===== src/rtl/nes_spr_dma_if.sv =====
`default_nettype none
//============================================================================
// Module   : nes_spr_dma_if
// Brief    : Bus bundle between the sprite DMA engine and the console bus
//            arbiter: snooped arbitrated-bus signals plus the spr master port.
// Revision : 1.0 - initial release
//============================================================================
interface nes_spr_dma_if;
   logic [15:0] i_bus_addr;
   logic [7:0]  i_bus_wdata;
   logic        i_bus_wn;
   logic        o_spr_req;
   logic        i_spr_gnt;
   logic [15:0] o_spr_addr;
   logic        o_spr_wn;
   logic [7:0]  o_spr_wdata;
   logic [7:0]  i_spr_rdata;
   logic        o_busy;
   logic        o_done;

   // DMA engine side
   modport master (
      input  i_bus_addr, i_bus_wdata, i_bus_wn, i_spr_gnt, i_spr_rdata,
      output o_spr_req, o_spr_addr, o_spr_wn, o_spr_wdata, o_busy, o_done
   );

   // Arbiter / memory side
   modport slave (
      output i_bus_addr, i_bus_wdata, i_bus_wn, i_spr_gnt, i_spr_rdata,
      input  o_spr_req, o_spr_addr, o_spr_wn, o_spr_wdata, o_busy, o_done
   );
endinterface
`default_nettype wire


===== src/rtl/nes_spr_dma.sv =====
`default_nettype none
//============================================================================
// Module   : nes_spr_dma
// Brief    : Sprite (OAM) DMA engine. Snoops CPU writes to $4014, then copies
//            page $XX00-$XXFF to $2004 as alternating granted read/write
//            transactions, stalling whenever the arbiter withholds the grant.
// Config   : NES_SPR_DMA_ALIGN_EN - insert one extra dummy cycle so the first
//            read lands on an even CPU cycle (2A03 odd-cycle behaviour).
// Revision : 1.0 - initial release
//============================================================================
module nes_spr_dma #(
   parameter logic [15:0] P_TRIG_ADDR = 16'h4014,
   parameter logic [15:0] P_OAM_ADDR  = 16'h2004
) (
   input wire           i_clk,
   input wire           i_rstn,
   nes_spr_dma_if.master bus
);

   typedef enum logic [2:0] {
      S_IDLE  = 3'd0,
      S_HALT  = 3'd1,
`ifdef NES_SPR_DMA_ALIGN_EN
      S_ALIGN = 3'd2,
`endif
      S_READ  = 3'd3,
      S_WRITE = 3'd4
   } state_t;

   state_t      r_state;
   logic [7:0]  r_page;
   logic [7:0]  r_idx;
   logic [7:0]  r_data;
   logic        r_req;
   logic        r_busy;
   logic        r_done;
   logic [15:0] r_addr;
   logic        r_wn;
`ifdef NES_SPR_DMA_ALIGN_EN
   logic        r_cyc_odd;
`endif

   logic        w_trigger;

   // The engine never writes $4014 itself, and the request is low only in
   // IDLE, so its own traffic cannot retrigger it.
   assign w_trigger = (bus.i_bus_addr == P_TRIG_ADDR) && !bus.i_bus_wn && !r_req;

   // Every output comes straight from a register.
   assign bus.o_spr_req   = r_req;
   assign bus.o_busy      = r_busy;
   assign bus.o_done      = r_done;
   assign bus.o_spr_addr  = r_addr;
   assign bus.o_spr_wn    = r_wn;
   assign bus.o_spr_wdata = r_data;

   // Transfer sequencer; outputs are computed for the state being entered.
   always_ff @(posedge i_clk or negedge i_rstn) begin
      if (!i_rstn) begin
         r_state <= S_IDLE;
         r_page  <= 8'h00;
         r_idx   <= 8'h00;
         r_data  <= 8'h00;
         r_req   <= 1'b0;
         r_busy  <= 1'b0;
         r_done  <= 1'b0;
         r_addr  <= 16'h0000;
         r_wn    <= 1'b1;
`ifdef NES_SPR_DMA_ALIGN_EN
         r_cyc_odd <= 1'b0;
`endif
      end else begin
         r_done <= 1'b0;
`ifdef NES_SPR_DMA_ALIGN_EN
         r_cyc_odd <= ~r_cyc_odd;
`endif
         case (r_state)
            S_IDLE: begin
               if (w_trigger) begin
                  r_page  <= bus.i_bus_wdata;
                  r_idx   <= 8'h00;
                  r_req   <= 1'b1;
                  r_busy  <= 1'b1;
                  r_addr  <= {bus.i_bus_wdata, 8'h00};
                  r_wn    <= 1'b1;
                  r_state <= S_HALT;
               end
            end

            // Dummy cycle: advances whether or not granted.
            S_HALT: begin
`ifdef NES_SPR_DMA_ALIGN_EN
               if (!r_cyc_odd) begin
                  r_state <= S_ALIGN;
               end else begin
                  r_addr  <= {r_page, r_idx};
                  r_state <= S_READ;
               end
`else
               r_addr  <= {r_page, r_idx};
               r_state <= S_READ;
`endif
            end

`ifdef NES_SPR_DMA_ALIGN_EN
            S_ALIGN: begin
               r_addr  <= {r_page, r_idx};
               r_state <= S_READ;
            end
`endif

            S_READ: begin
               if (bus.i_spr_gnt) begin
                  r_data  <= bus.i_spr_rdata;
                  r_addr  <= P_OAM_ADDR;
                  r_wn    <= 1'b0;
                  r_state <= S_WRITE;
               end
            end

            S_WRITE: begin
               if (bus.i_spr_gnt) begin
                  if (r_idx == 8'hFF) begin
                     r_req   <= 1'b0;
                     r_busy  <= 1'b0;
                     r_done  <= 1'b1;
                     r_addr  <= 16'h0000;
                     r_wn    <= 1'b1;
                     r_data  <= 8'h00;
                     r_state <= S_IDLE;
                  end else begin
                     // Index wraps within the page; no carry into r_page.
                     r_idx   <= r_idx + 8'd1;
                     r_addr  <= {r_page, r_idx + 8'd1};
                     r_wn    <= 1'b1;
                     r_state <= S_READ;
                  end
               end
            end

            default: begin
               r_req   <= 1'b0;
               r_busy  <= 1'b0;
               r_addr  <= 16'h0000;
               r_wn    <= 1'b1;
               r_data  <= 8'h00;
               r_state <= S_IDLE;
            end
         endcase
      end
   end

endmodule
`default_nettype wire


===== src/flat_wrapper.sv =====
// flat-port wrapper written by rule: the top's interface ports become plain ports
module nes_spr_dma_flat 
#(
   parameter logic [15:0] P_TRIG_ADDR = 16'h4014,
   parameter logic [15:0] P_OAM_ADDR  = 16'h2004
)
  (i_clk, i_rstn, bus_i_bus_addr, bus_i_bus_wdata, bus_i_bus_wn, bus_i_spr_gnt, bus_i_spr_rdata, bus_o_spr_req, bus_o_spr_addr, bus_o_spr_wn, bus_o_spr_wdata, bus_o_busy, bus_o_done);
  nes_spr_dma_if bus_i ();
  input wire i_clk;
  input wire i_rstn;
  input wire logic [$bits(bus_i.i_bus_addr)-1:0] bus_i_bus_addr;
  input wire logic [$bits(bus_i.i_bus_wdata)-1:0] bus_i_bus_wdata;
  input wire logic [$bits(bus_i.i_bus_wn)-1:0] bus_i_bus_wn;
  input wire logic [$bits(bus_i.i_spr_gnt)-1:0] bus_i_spr_gnt;
  input wire logic [$bits(bus_i.i_spr_rdata)-1:0] bus_i_spr_rdata;
  output wire logic [$bits(bus_i.o_spr_req)-1:0] bus_o_spr_req;
  output wire logic [$bits(bus_i.o_spr_addr)-1:0] bus_o_spr_addr;
  output wire logic [$bits(bus_i.o_spr_wn)-1:0] bus_o_spr_wn;
  output wire logic [$bits(bus_i.o_spr_wdata)-1:0] bus_o_spr_wdata;
  output wire logic [$bits(bus_i.o_busy)-1:0] bus_o_busy;
  output wire logic [$bits(bus_i.o_done)-1:0] bus_o_done;
  assign bus_i.i_bus_addr = bus_i_bus_addr;
  assign bus_i.i_bus_wdata = bus_i_bus_wdata;
  assign bus_i.i_bus_wn = bus_i_bus_wn;
  assign bus_i.i_spr_gnt = bus_i_spr_gnt;
  assign bus_i.i_spr_rdata = bus_i_spr_rdata;
  assign bus_o_spr_req = bus_i.o_spr_req;
  assign bus_o_spr_addr = bus_i.o_spr_addr;
  assign bus_o_spr_wn = bus_i.o_spr_wn;
  assign bus_o_spr_wdata = bus_i.o_spr_wdata;
  assign bus_o_busy = bus_i.o_busy;
  assign bus_o_done = bus_i.o_done;
  nes_spr_dma #(.P_TRIG_ADDR(P_TRIG_ADDR), .P_OAM_ADDR(P_OAM_ADDR)) u_core (.i_clk(i_clk), .i_rstn(i_rstn), .bus(bus_i));
endmodule

===== config.mk =====
export PLATFORM = sky130hd
export DESIGN_NAME = nes_spr_dma_flat
export DESIGN_NICKNAME = d
export VERILOG_FILES = /design/src/rtl/nes_spr_dma_if.sv /design/src/rtl/nes_spr_dma.sv /design/src/flat_wrapper.sv
export SDC_FILE = /design/constraint.sdc
export NUM_CORES = 1
export LEC_CHECK = 0
export CORE_UTILIZATION = 52
export DETAILED_ROUTE_END_ITERATION = 16
export GPL_ROUTABILITY_DRIVEN = 0
export PLACE_DENSITY = 0.93
export SYNTH_ARGS = -nofsm -noshare
export SYNTH_HDL_FRONTEND = slang
export SYNTH_SLANG_ARGS = --single-unit

===== constraint.sdc =====
create_clock -name i_clk -period 5.7 [get_ports i_clk]
set_clock_uncertainty 0.15 [all_clocks]
set_input_delay 0.57 -clock i_clk [delete_from_list [all_inputs] [get_ports i_clk]]
set_output_delay 0.57 -clock i_clk [all_outputs]
set_load 0.02 [all_outputs]

-- Word level (Yosys, flattened, before mapping)
Cells that the tools add are included.
- flip-flop bits (word level): 46
- latch bits: 0
- memory bits (writable): 0
- ROM bits: 0
- bits of input ports: 36
- output and inout bits: 28
- logic and storage cells: 64
- memories kept: 0
- $add $sub $neg: 1
- multipliers: 0
- divide/modulo/power cells: 0
- order comparisons: 0
- eq/ne operators: 10
- shifts and indexed selects: 0
- multiplexer cells: 28
- bitwise operators: 3
- reductions and logical operators: 14
- operators with widths (kind ; number):
    2-to-1 mux 16 bit ; 4
    case mux 16 bit (4 select lines) ; 1
    2-to-1 mux 8 bit ; 6
    case mux 8 bit (3 select lines) ; 1
    == test 16 x 15 -> 1 bit (second input constant) ; 1
    case mux 8 bit (2 select lines) ; 1
    AND reduction 4 bit ; 4
    case mux 3 bit (4 select lines) ; 1
    2-to-1 mux 3 bit ; 3
    adder 8 x 1 -> 8 bit (second input constant) ; 1
    == test 8 bit (second input constant) ; 1
    2-to-1 mux 1 bit ; 8
    != test 2 bit (second input constant) ; 3
    != test 2 x 1 -> 1 bit (second input constant) ; 2
    case mux 1 bit (4 select lines) ; 1
    OR reduction 2 bit ; 2
    == test 3 x 1 -> 1 bit (second input constant) ; 1
    == test 3 x 2 -> 1 bit (second input constant) ; 1
    == test 3 bit (second input constant) ; 1
    zero test 3 bit ; 1
    inverter 1 bit ; 3
    case mux 1 bit (3 select lines) ; 1
    AND reduction 3 bit ; 1
    logical AND 1 bit ; 2
    other kinds (4) ; 5

-- Longest topological paths before layout
Gate-level depths: netlist (run 1).
- depth after elaboration: 5
- depth in mapped cells: 8

-- Worst setup path before layout (run 1)
Ideal clock, no wire load.
- path type: input to register
- start point: in bus_i_bus_addr[8]
- end point: reg u_core.r_addr[10] (netlist: u_core.bus.o_spr_addr[10])
- data arrival time: 2149 ps
- data required time: 5425 ps
- slack: 3276 ps
- stages: 6
- cell sequence: or4_4 > nor4_4 > a21boi_2 > nor2_8 > buf_12 > mux2_4
- longest elaborated chain between the ends: 5
- ends and longest elaborated chain (element ; line ; source):
    start, declared ; flat_wrapper.sv:11 ; input wire logic [$bits(bus_i.i_bus_addr)-1:0] bus_i_bus_addr;
    == test 16 x 15 -> 1 bit ; nes_spr_dma.sv:47 ; assign w_trigger = (bus.i_bus_addr == P_TRIG_ADDR) && !bus.i_bus_wn && !r_req;
    logical AND 1 bit (2 in a row) ; nes_spr_dma.sv:47 ;
    != test 2 x 1 -> 1 bit (no line) ; -- ;
    AND reduction 3 bit (no line) ; -- ;
    end signal, assigned ; nes_spr_dma.sv:84 ; r_addr <= {bus.i_bus_wdata, 8'h00};
    end signal, assigned ; nes_spr_dma.sv:100 ; r_addr <= {r_page, r_idx};
    end signal, assigned ; nes_spr_dma.sv:134 ; r_addr <= {r_page, r_idx + 8'd1};
    end, declared ; nes_spr_dma.sv:37 ; logic [15:0] r_addr;
Every way passes these cells.
A chain may end at the register's enable or synchronous reset.

-- Final worst setup path (run 1)
- start point: in bus_i_bus_addr[8]
- end point: reg u_core.r_addr[8] (netlist: u_core.bus.o_spr_addr[8])
Same word-level chain as after synthesis.

==> flow_summary.json, run 1 <==
{
  "vias_per_cell": 6.02,
  "clk_pin_slew_ps": 80,
  "vias": 1993,
  "synth_cell_types": 45,
  "switching_share_pct": 37.4,
  "post-synth-top-area-fraction_pct": 45.9,
  "cts_sinks": 46,
  "synthesis.nets": 260,
  "fmax_mhz": 371,
  "hold_viol": 0,
  "drv_slew": 0,
  "antenna_found_initial": 0,
  "rr_startpoint": "u_core.r_idx[0]$_DFFE_PN0P_",
  "startpoint": "bus_i_bus_addr[8]",
  "drv_cap": 0,
  "grtUsageTotal_pct": 24.3,
  "ys.flop_type": "dfrtp_1",
  "antenna_cells": 0,
  "worstMarginPinSlew_ps": 1010,
  "cts_tree": "yes",
  "grt_pass1_vias": 2011,
  "power.net_switching_w": 0.000454,
  "layout_common_cells": "clkdlybuf4s50_1 (62), dfrtp_1 (45), mux2_2 (21)",
  "grt_max_degree": 47,
  "pwr-share-comb_pct": 45.9,
  "status": "finished with violations",
  "synthCells": 223,
  "synth_largest_area_cell": "dfrtp_1",
  "layout-drive-gt1-share_pct": 17.2,
  "port_buffers": 63,
  "holdCritPathClass": "input pin to async pin",
  "end_kind": "flop",
  "fp.dieW_um": 70.7,
  "rsz0062_at_grt": "false",
  "p_leak_nw": 1.38,
  "first_pass_iters": 10,
  "yosys_warnings": 0,
  "ys_async_sr_fraction_pct": 100,
  "drtAntennaViolNets": 0,
  "die_h_um": 70.7,
  "peakVddDrop_mv": 0.343,
  "wl_mm": 5.46,
  "htree_levels": 2,
  "critPathKind": "input pin to flop",
  "power-per-cell-area_nw_per_um2": 387,
  "p_clk_share_pct": 15.6,
  "syn_area_per_cell_um2": 11.0,
  "grt_pass1_wl_mm": 9.52,
  "setup_tns_ps": 0,
  "intPower_w": 0.000760,
  "slowest_delay_ps": 540,
  "io_pins": 64,
  "wl_per_cell_um": 16.5,
  "ys_ff_latch": 46,
  "clock_path_buffers": 2,
  "numCtsBuffers": 5,
  "min_period_ps": 2700,
  "root_buffer": "clkbuf_8",
  "cp_max_fo": 15,
  "timing.final.crit_share_pct": 47.3,
  "start_util_pct": 55.2,
  "ctsHoldBuffers": 0,
  "mostFrequentLayoutCell": "clkdlybuf4s50_1",
  "die-area_um2": 4990,
  "drt_iter0_markers": 156,
  "synth_edf_count": 0,
  "crit_required_ps": 5730,
  "nets": 315,
  "core_um2": 4440,
  "ys_top_cells_by_area": "dfrtp_1 (46%), mux2_2 (9.6%), mux2_4 (5.5%), o21ai_0 (3.5%), and3_1 (2.6%)",
  "dp_hpwl_mm": 3.82,
  "ys_seq_area_share_pct": 47.0,
  "synth_area_um2": 2450,
  "start_kind": "input pin",
  "cp_slowest_cell": "or4_4",
  "post_cts_buffers": 0,
  "fill_cells": 338,
  "core.rowCount": 24,
  "cts.repair.resized": 0,
  "final_util_pct": 70.7,
  "seqPwrFrac_pct": 38.5,
  "grt-ovfl-total": 0,
  "clk-insertion-delay-late_ps": 290,
  "slew_headroom_pct": 32.6,
  "violations": "design-rule violations",
  "path_cells": "clkdlybuf4s50_1, or4_4, nor4_4, a21boi_2, nor2_8, mux2_2",
  "setup_viol": 0,
  "worstPathArrival_ps": 2730,
  "drc": 2,
  "syn_to_final_growth_pct": 28.1
}
[critical path, delay by kind of cell]
family          cells  cell delay (ps)
simple gates        3             1170
compound gates      1              200
mux                 1              370
buf+inv             1              400
[final timing paths]
check	endpoint	slack [ps]	cells after the start
max	u_core.bus.o_spr_addr[8]$_DFFE_PN0P_	3000	6
min	u_core.bus.o_spr_addr[1]$_DFFE_PN0P_	290	1
max reg2reg	u_core.r_idx[3]$_DFFE_PN0P_	3170	6
min reg2reg	u_core.bus.o_spr_wn$_DFFE_PN1P_	340	2
max in group asynchronous	u_core.r_state[2]$_DFFE_PN0P_	4480	1
min in group i_clk	u_core.bus.o_spr_wn$_DFFE_PN1P_	340	2
[power groups by stage]
| stage | Combinational [W] | Sequential, W | Clock (W) |
|---|---|---|---|
| 3_5_place_dp | 0.000558 | 0.000469 | 0 |
| 5_1_grt | 0.000600 | 0.000480 | 0.000213 |
| 2_1_floorplan | 0.000370 | 0.000490 | 0 |
| 3_3_place_gp | 0.000544 | 0.000471 | 0 |
| 4_1_cts | 0.000562 | 0.000466 | 0.000196 |
| 6_report | 0.000557 | 0.000468 | 0.000190 |
[kinds of logic (layout without fill, tap and decap cells)]
kind of cell / count (synthesis) / after routing / share of synthesized area, %
mux: 31 / 31 / 15.6
fa+ha+maj: 1 / 1 / 0.510
buf+inv: 19 / 75 / 3.98
simple gates: 65 / 65 / 16.0
flops: 46 / 46 / 47.0
compound gates: 61 / 61 / 16.9
[synth_stat cells (2+ instances only)]
cell and instances:
a22o_1 7, dfrtp_1 45, o31ai_1 5, mux2_2 21
o41ai_1 2, a21oi_1 11, buf_2 5, and3_1 10
a31oi_1 7, nand2_1 14, inv_1 4, mux2_4 9
nor2_1 12, nor3_1 4, clkbuf_1 8, nand2b_1 3
nand3_1 8, or3_1 2, a31o_2 3, o21ai_0 17
o311ai_0 2
[layer usage]
metal	part of all wire, %	GRT usage, %
met4	1.5	9.33
met3	4.7	5.27
met2	50	40.6
met5	0	0
met1	44	31.4
[cell type report]
type	instances	area [um^2]	share of cell area (%)
Inverter	4	15.0	0.478
Multi-Input combinational cell	158	1200	38.3
Clock buffer	8	80.1	2.55
Tap cell	52	65.1	2.07
Timing Repair Buffer	63	626	19.9
Sequential cell	46	1150	36.7
[registers in the layout, indices dropped and copies added (netlist names)]
register	count
u_core.bus.o_spr_req	1
u_core.bus.o_done	1
u_core.bus.o_spr_addr	16
u_core.r_idx	8
u_core.bus.o_spr_wdata	8
u_core.r_page	8
u_core.r_state	3
u_core.bus.o_spr_wn	1
[per-stage QoR]
step                power, W  hold slack [ps]  std cells  setup slack (ps)  area (um^2)
global placement     0.00102              316        323              2730         3060
floorplan           0.000860              124        223              3280         2450
finish               0.00121              293        331              3000         3140
global route         0.00129              371        331              2900         3140
CTS                  0.00122              319        331              3000         3140
detailed placement   0.00103              332        323              2690         3060
Note: power is estimated with default switching activity, not from simulation.
==> run 2: changes to the inputs <==
- CORE_UTILIZATION: 52 -> 44
- PLACE_DENSITY: 0.93 -> 0.84
- clock period: 5.7 -> 2.3 ns (I/O delays scaled with it)
==> run 2 against run 1 <==
The flow now finishes without violations. Clock power rose to 2.7 times the previous value. Sequential share of layout area down 2.2 points. Final area up 6.3%. Non-clock buffer count up 20. Sequential cell count unchanged. Clock-buffer cell count down 1. First-iteration DRC count up 46%. Setup slack worse by 2900 ps. Cell count up 11%. Wire length up 9.5%. Total power rose to 2.7 times the previous value. Sequential power up 130%. Critical path type unchanged. Highest routed layer unchanged.
==> flow_summary.json, run 2 (synthesized netlist as in run 1, its figures left out) <==
{
  "status": "completed",
  "worstMarginPinSlew_ps": 814,
  "grt_pass1_wl_mm": 9.90,
  "pwr-share-comb_pct": 51.0,
  "power-per-cell-area_nw_per_um2": 983,
  "core_um2": 5240,
  "peakVddDrop_mv": 0.621,
  "end_kind": "flop",
  "fp.dieW_um": 76.7,
  "numCtsBuffers": 5,
  "cp_max_fo": 9,
  "grt-ovfl-total": 0,
  "mostFrequentLayoutCell": "clkdlybuf4s50_1",
  "start_kind": "input pin",
  "syn_to_final_growth_pct": 36.2,
  "vias_per_cell": 5.66,
  "switching_share_pct": 36.8,
  "rsz0062_at_grt": "false",
  "total_power_w": 0.00328,
  "cts_sinks": 46,
  "setup_viol": 0,
  "p_clk_share_pct": 15.7,
  "min_period_ps": 2180,
  "worstPathArrival_ps": 2220,
  "start_util_pct": 46.8,
  "core.rowCount": 26,
  "wl_per_cell_um": 16.2,
  "drtAntennaViolNets": 0,
  "antenna_found_initial": 0,
  "intPower_w": 0.00208,
  "first_pass_iters": 4,
  "drv_cap": 0,
  "die-area_um2": 5880,
  "drt_iter0_markers": 228,
  "layout_common_cells": "clkdlybuf4s50_1 (62), dfrtp_1 (45), mux2_2 (21)",
  "cp_slowest_cell": "or4_4",
  "slowest_delay_ps": 540,
  "holdCritPathClass": "flop to flop",
  "seqPwrFrac_pct": 33.3,
  "drv_slew": 0,
  "clk-insertion-delay-late_ps": 300,
  "vias": 2090,
  "io_pins": 64,
  "antenna_cells": 0,
  "placed_cell_area_um2": 3240,
  "power.net_switching_w": 0.00121,
  "nets": 335,
  "critPathKind": "input pin to flop",
  "grtUsageTotal_pct": 21.5,
  "htree_levels": 2,
  "wl_mm": 5.98,
  "clock_path_buffers": 2,
  "final_area_um2": 3340,
  "cts.repair.resized": 0,
  "layout-drive-gt1-share_pct": 23.1,
  "fill_cells": 391,
  "largest_register_ff_count": 16,
  "port_buffers": 63,
  "hold_viol": 0,
  "die_h_um": 76.7,
  "path_cells": "clkdlybuf4s50_1, or4_4, nor4_4, a21boi_2, nor2_8, buf_12, mux2_2",
  "root_buffer": "clkbuf_8",
  "p_leak_nw": 1.49,
  "timing.final.crit_share_pct": 94.9,
  "clk_pin_slew_ps": 90,
  "grt_pass1_vias": 2058,
  "drc": 0,
  "dp_hpwl_mm": 4.23,
  "slew_headroom_pct": 45.7,
  "grt_max_degree": 38,
  "cts_tree": "yes",
  "fmax_mhz": 458,
  "crit_required_ps": 2340
}
run 2: critical path: cells and delay by family:
family / cells / cell delay (ps)
buf+inv: 2 / 540
compound gates: 1 / 150
mux: 1 / 330
simple gates: 3 / 960
run 2: final timing paths:
kind,startpoint,to,slack [ps],cells after the start
setup / recovery,bus_i_bus_addr[8],u_core.bus.o_spr_addr[7]$_DFFE_PN0P_,120,7
hold / removal,u_core.bus.o_spr_wn$_DFFE_PN1P_,u_core.bus.o_spr_wn$_DFFE_PN1P_,330,2
setup reg to reg,u_core.r_idx[1]$_DFFE_PN0P_,u_core.bus.o_spr_wdata[3]$_DFFE_PN0P_,120,6
hold reg to reg,u_core.bus.o_spr_wn$_DFFE_PN1P_,u_core.bus.o_spr_wn$_DFFE_PN1P_,330,2
max in group asynchronous,i_rstn,u_core.bus.o_spr_wdata[4]$_DFFE_PN0P_,930,3
min in group asynchronous,i_rstn,u_core.bus.o_spr_addr[2]$_DFFE_PN0P_,410,2
run 2: per-layer routing:
layer,up-vias,global-route usage [%],wire length [um]
met1,1010,28.2,2590
met2,94,35.8,2850
met3,10,4.17,434
met4,0,6.92,101
li1,976,-,-
met5,-,0,0
run 2: cell type report:
| cell class | instances | area, um^2 | area share [%] |
|---|---|---|---|
| clock buffer | 7 | 86.3 | 2.59 |
| tap | 70 | 87.6 | 2.62 |
| sequential | 46 | 1150 | 34.5 |
| inverter | 4 | 15.0 | 0.450 |
| timing repair buffer | 83 | 791 | 23.7 |
| multi-input combinational | 158 | 1200 | 36.0 |
| clock inverter | 1 | 5.00 | 0.150 |
run 2: timing repair:
action                    4_1_cts  5_1_grt
hold endpoints to repair       35        0
hold buffers                    1        0
buffers inserted                0        0
run 2: power by group through the flow:
stage / Combinational [W] / Sequential (W) / Clock (W)
2_1_floorplan: 0.000916 / 0.00121 / 0
3_3_place_gp: 0.00163 / 0.00110 / 0
3_5_place_dp: 0.00166 / 0.00110 / 0
4_1_cts: 0.00167 / 0.00109 / 0.000530
5_1_grt: 0.00179 / 0.00111 / 0.000553
6_report: 0.00167 / 0.00109 / 0.000516
run 2: through the flow:
step	hold WS, ps	TNS, ps	cells	setup slack (ps)	utilization (%)
after floorplan	-216	0	223	189	-
after global placement	216	-3440	360	-169	61.8
after detailed placement	223	-4520	360	-210	61.8
after CTS	334	0	369	107	63.8
after global routing	363	0	369	30.8	63.8
final	333	0	369	117	63.8
==> run 3: changes to the inputs <==
- CTS_CLUSTER_SIZE: unset -> 24
==> results of run 3 <==
Same layout as run 2: the final DEF is identical, and so are final timing and power.
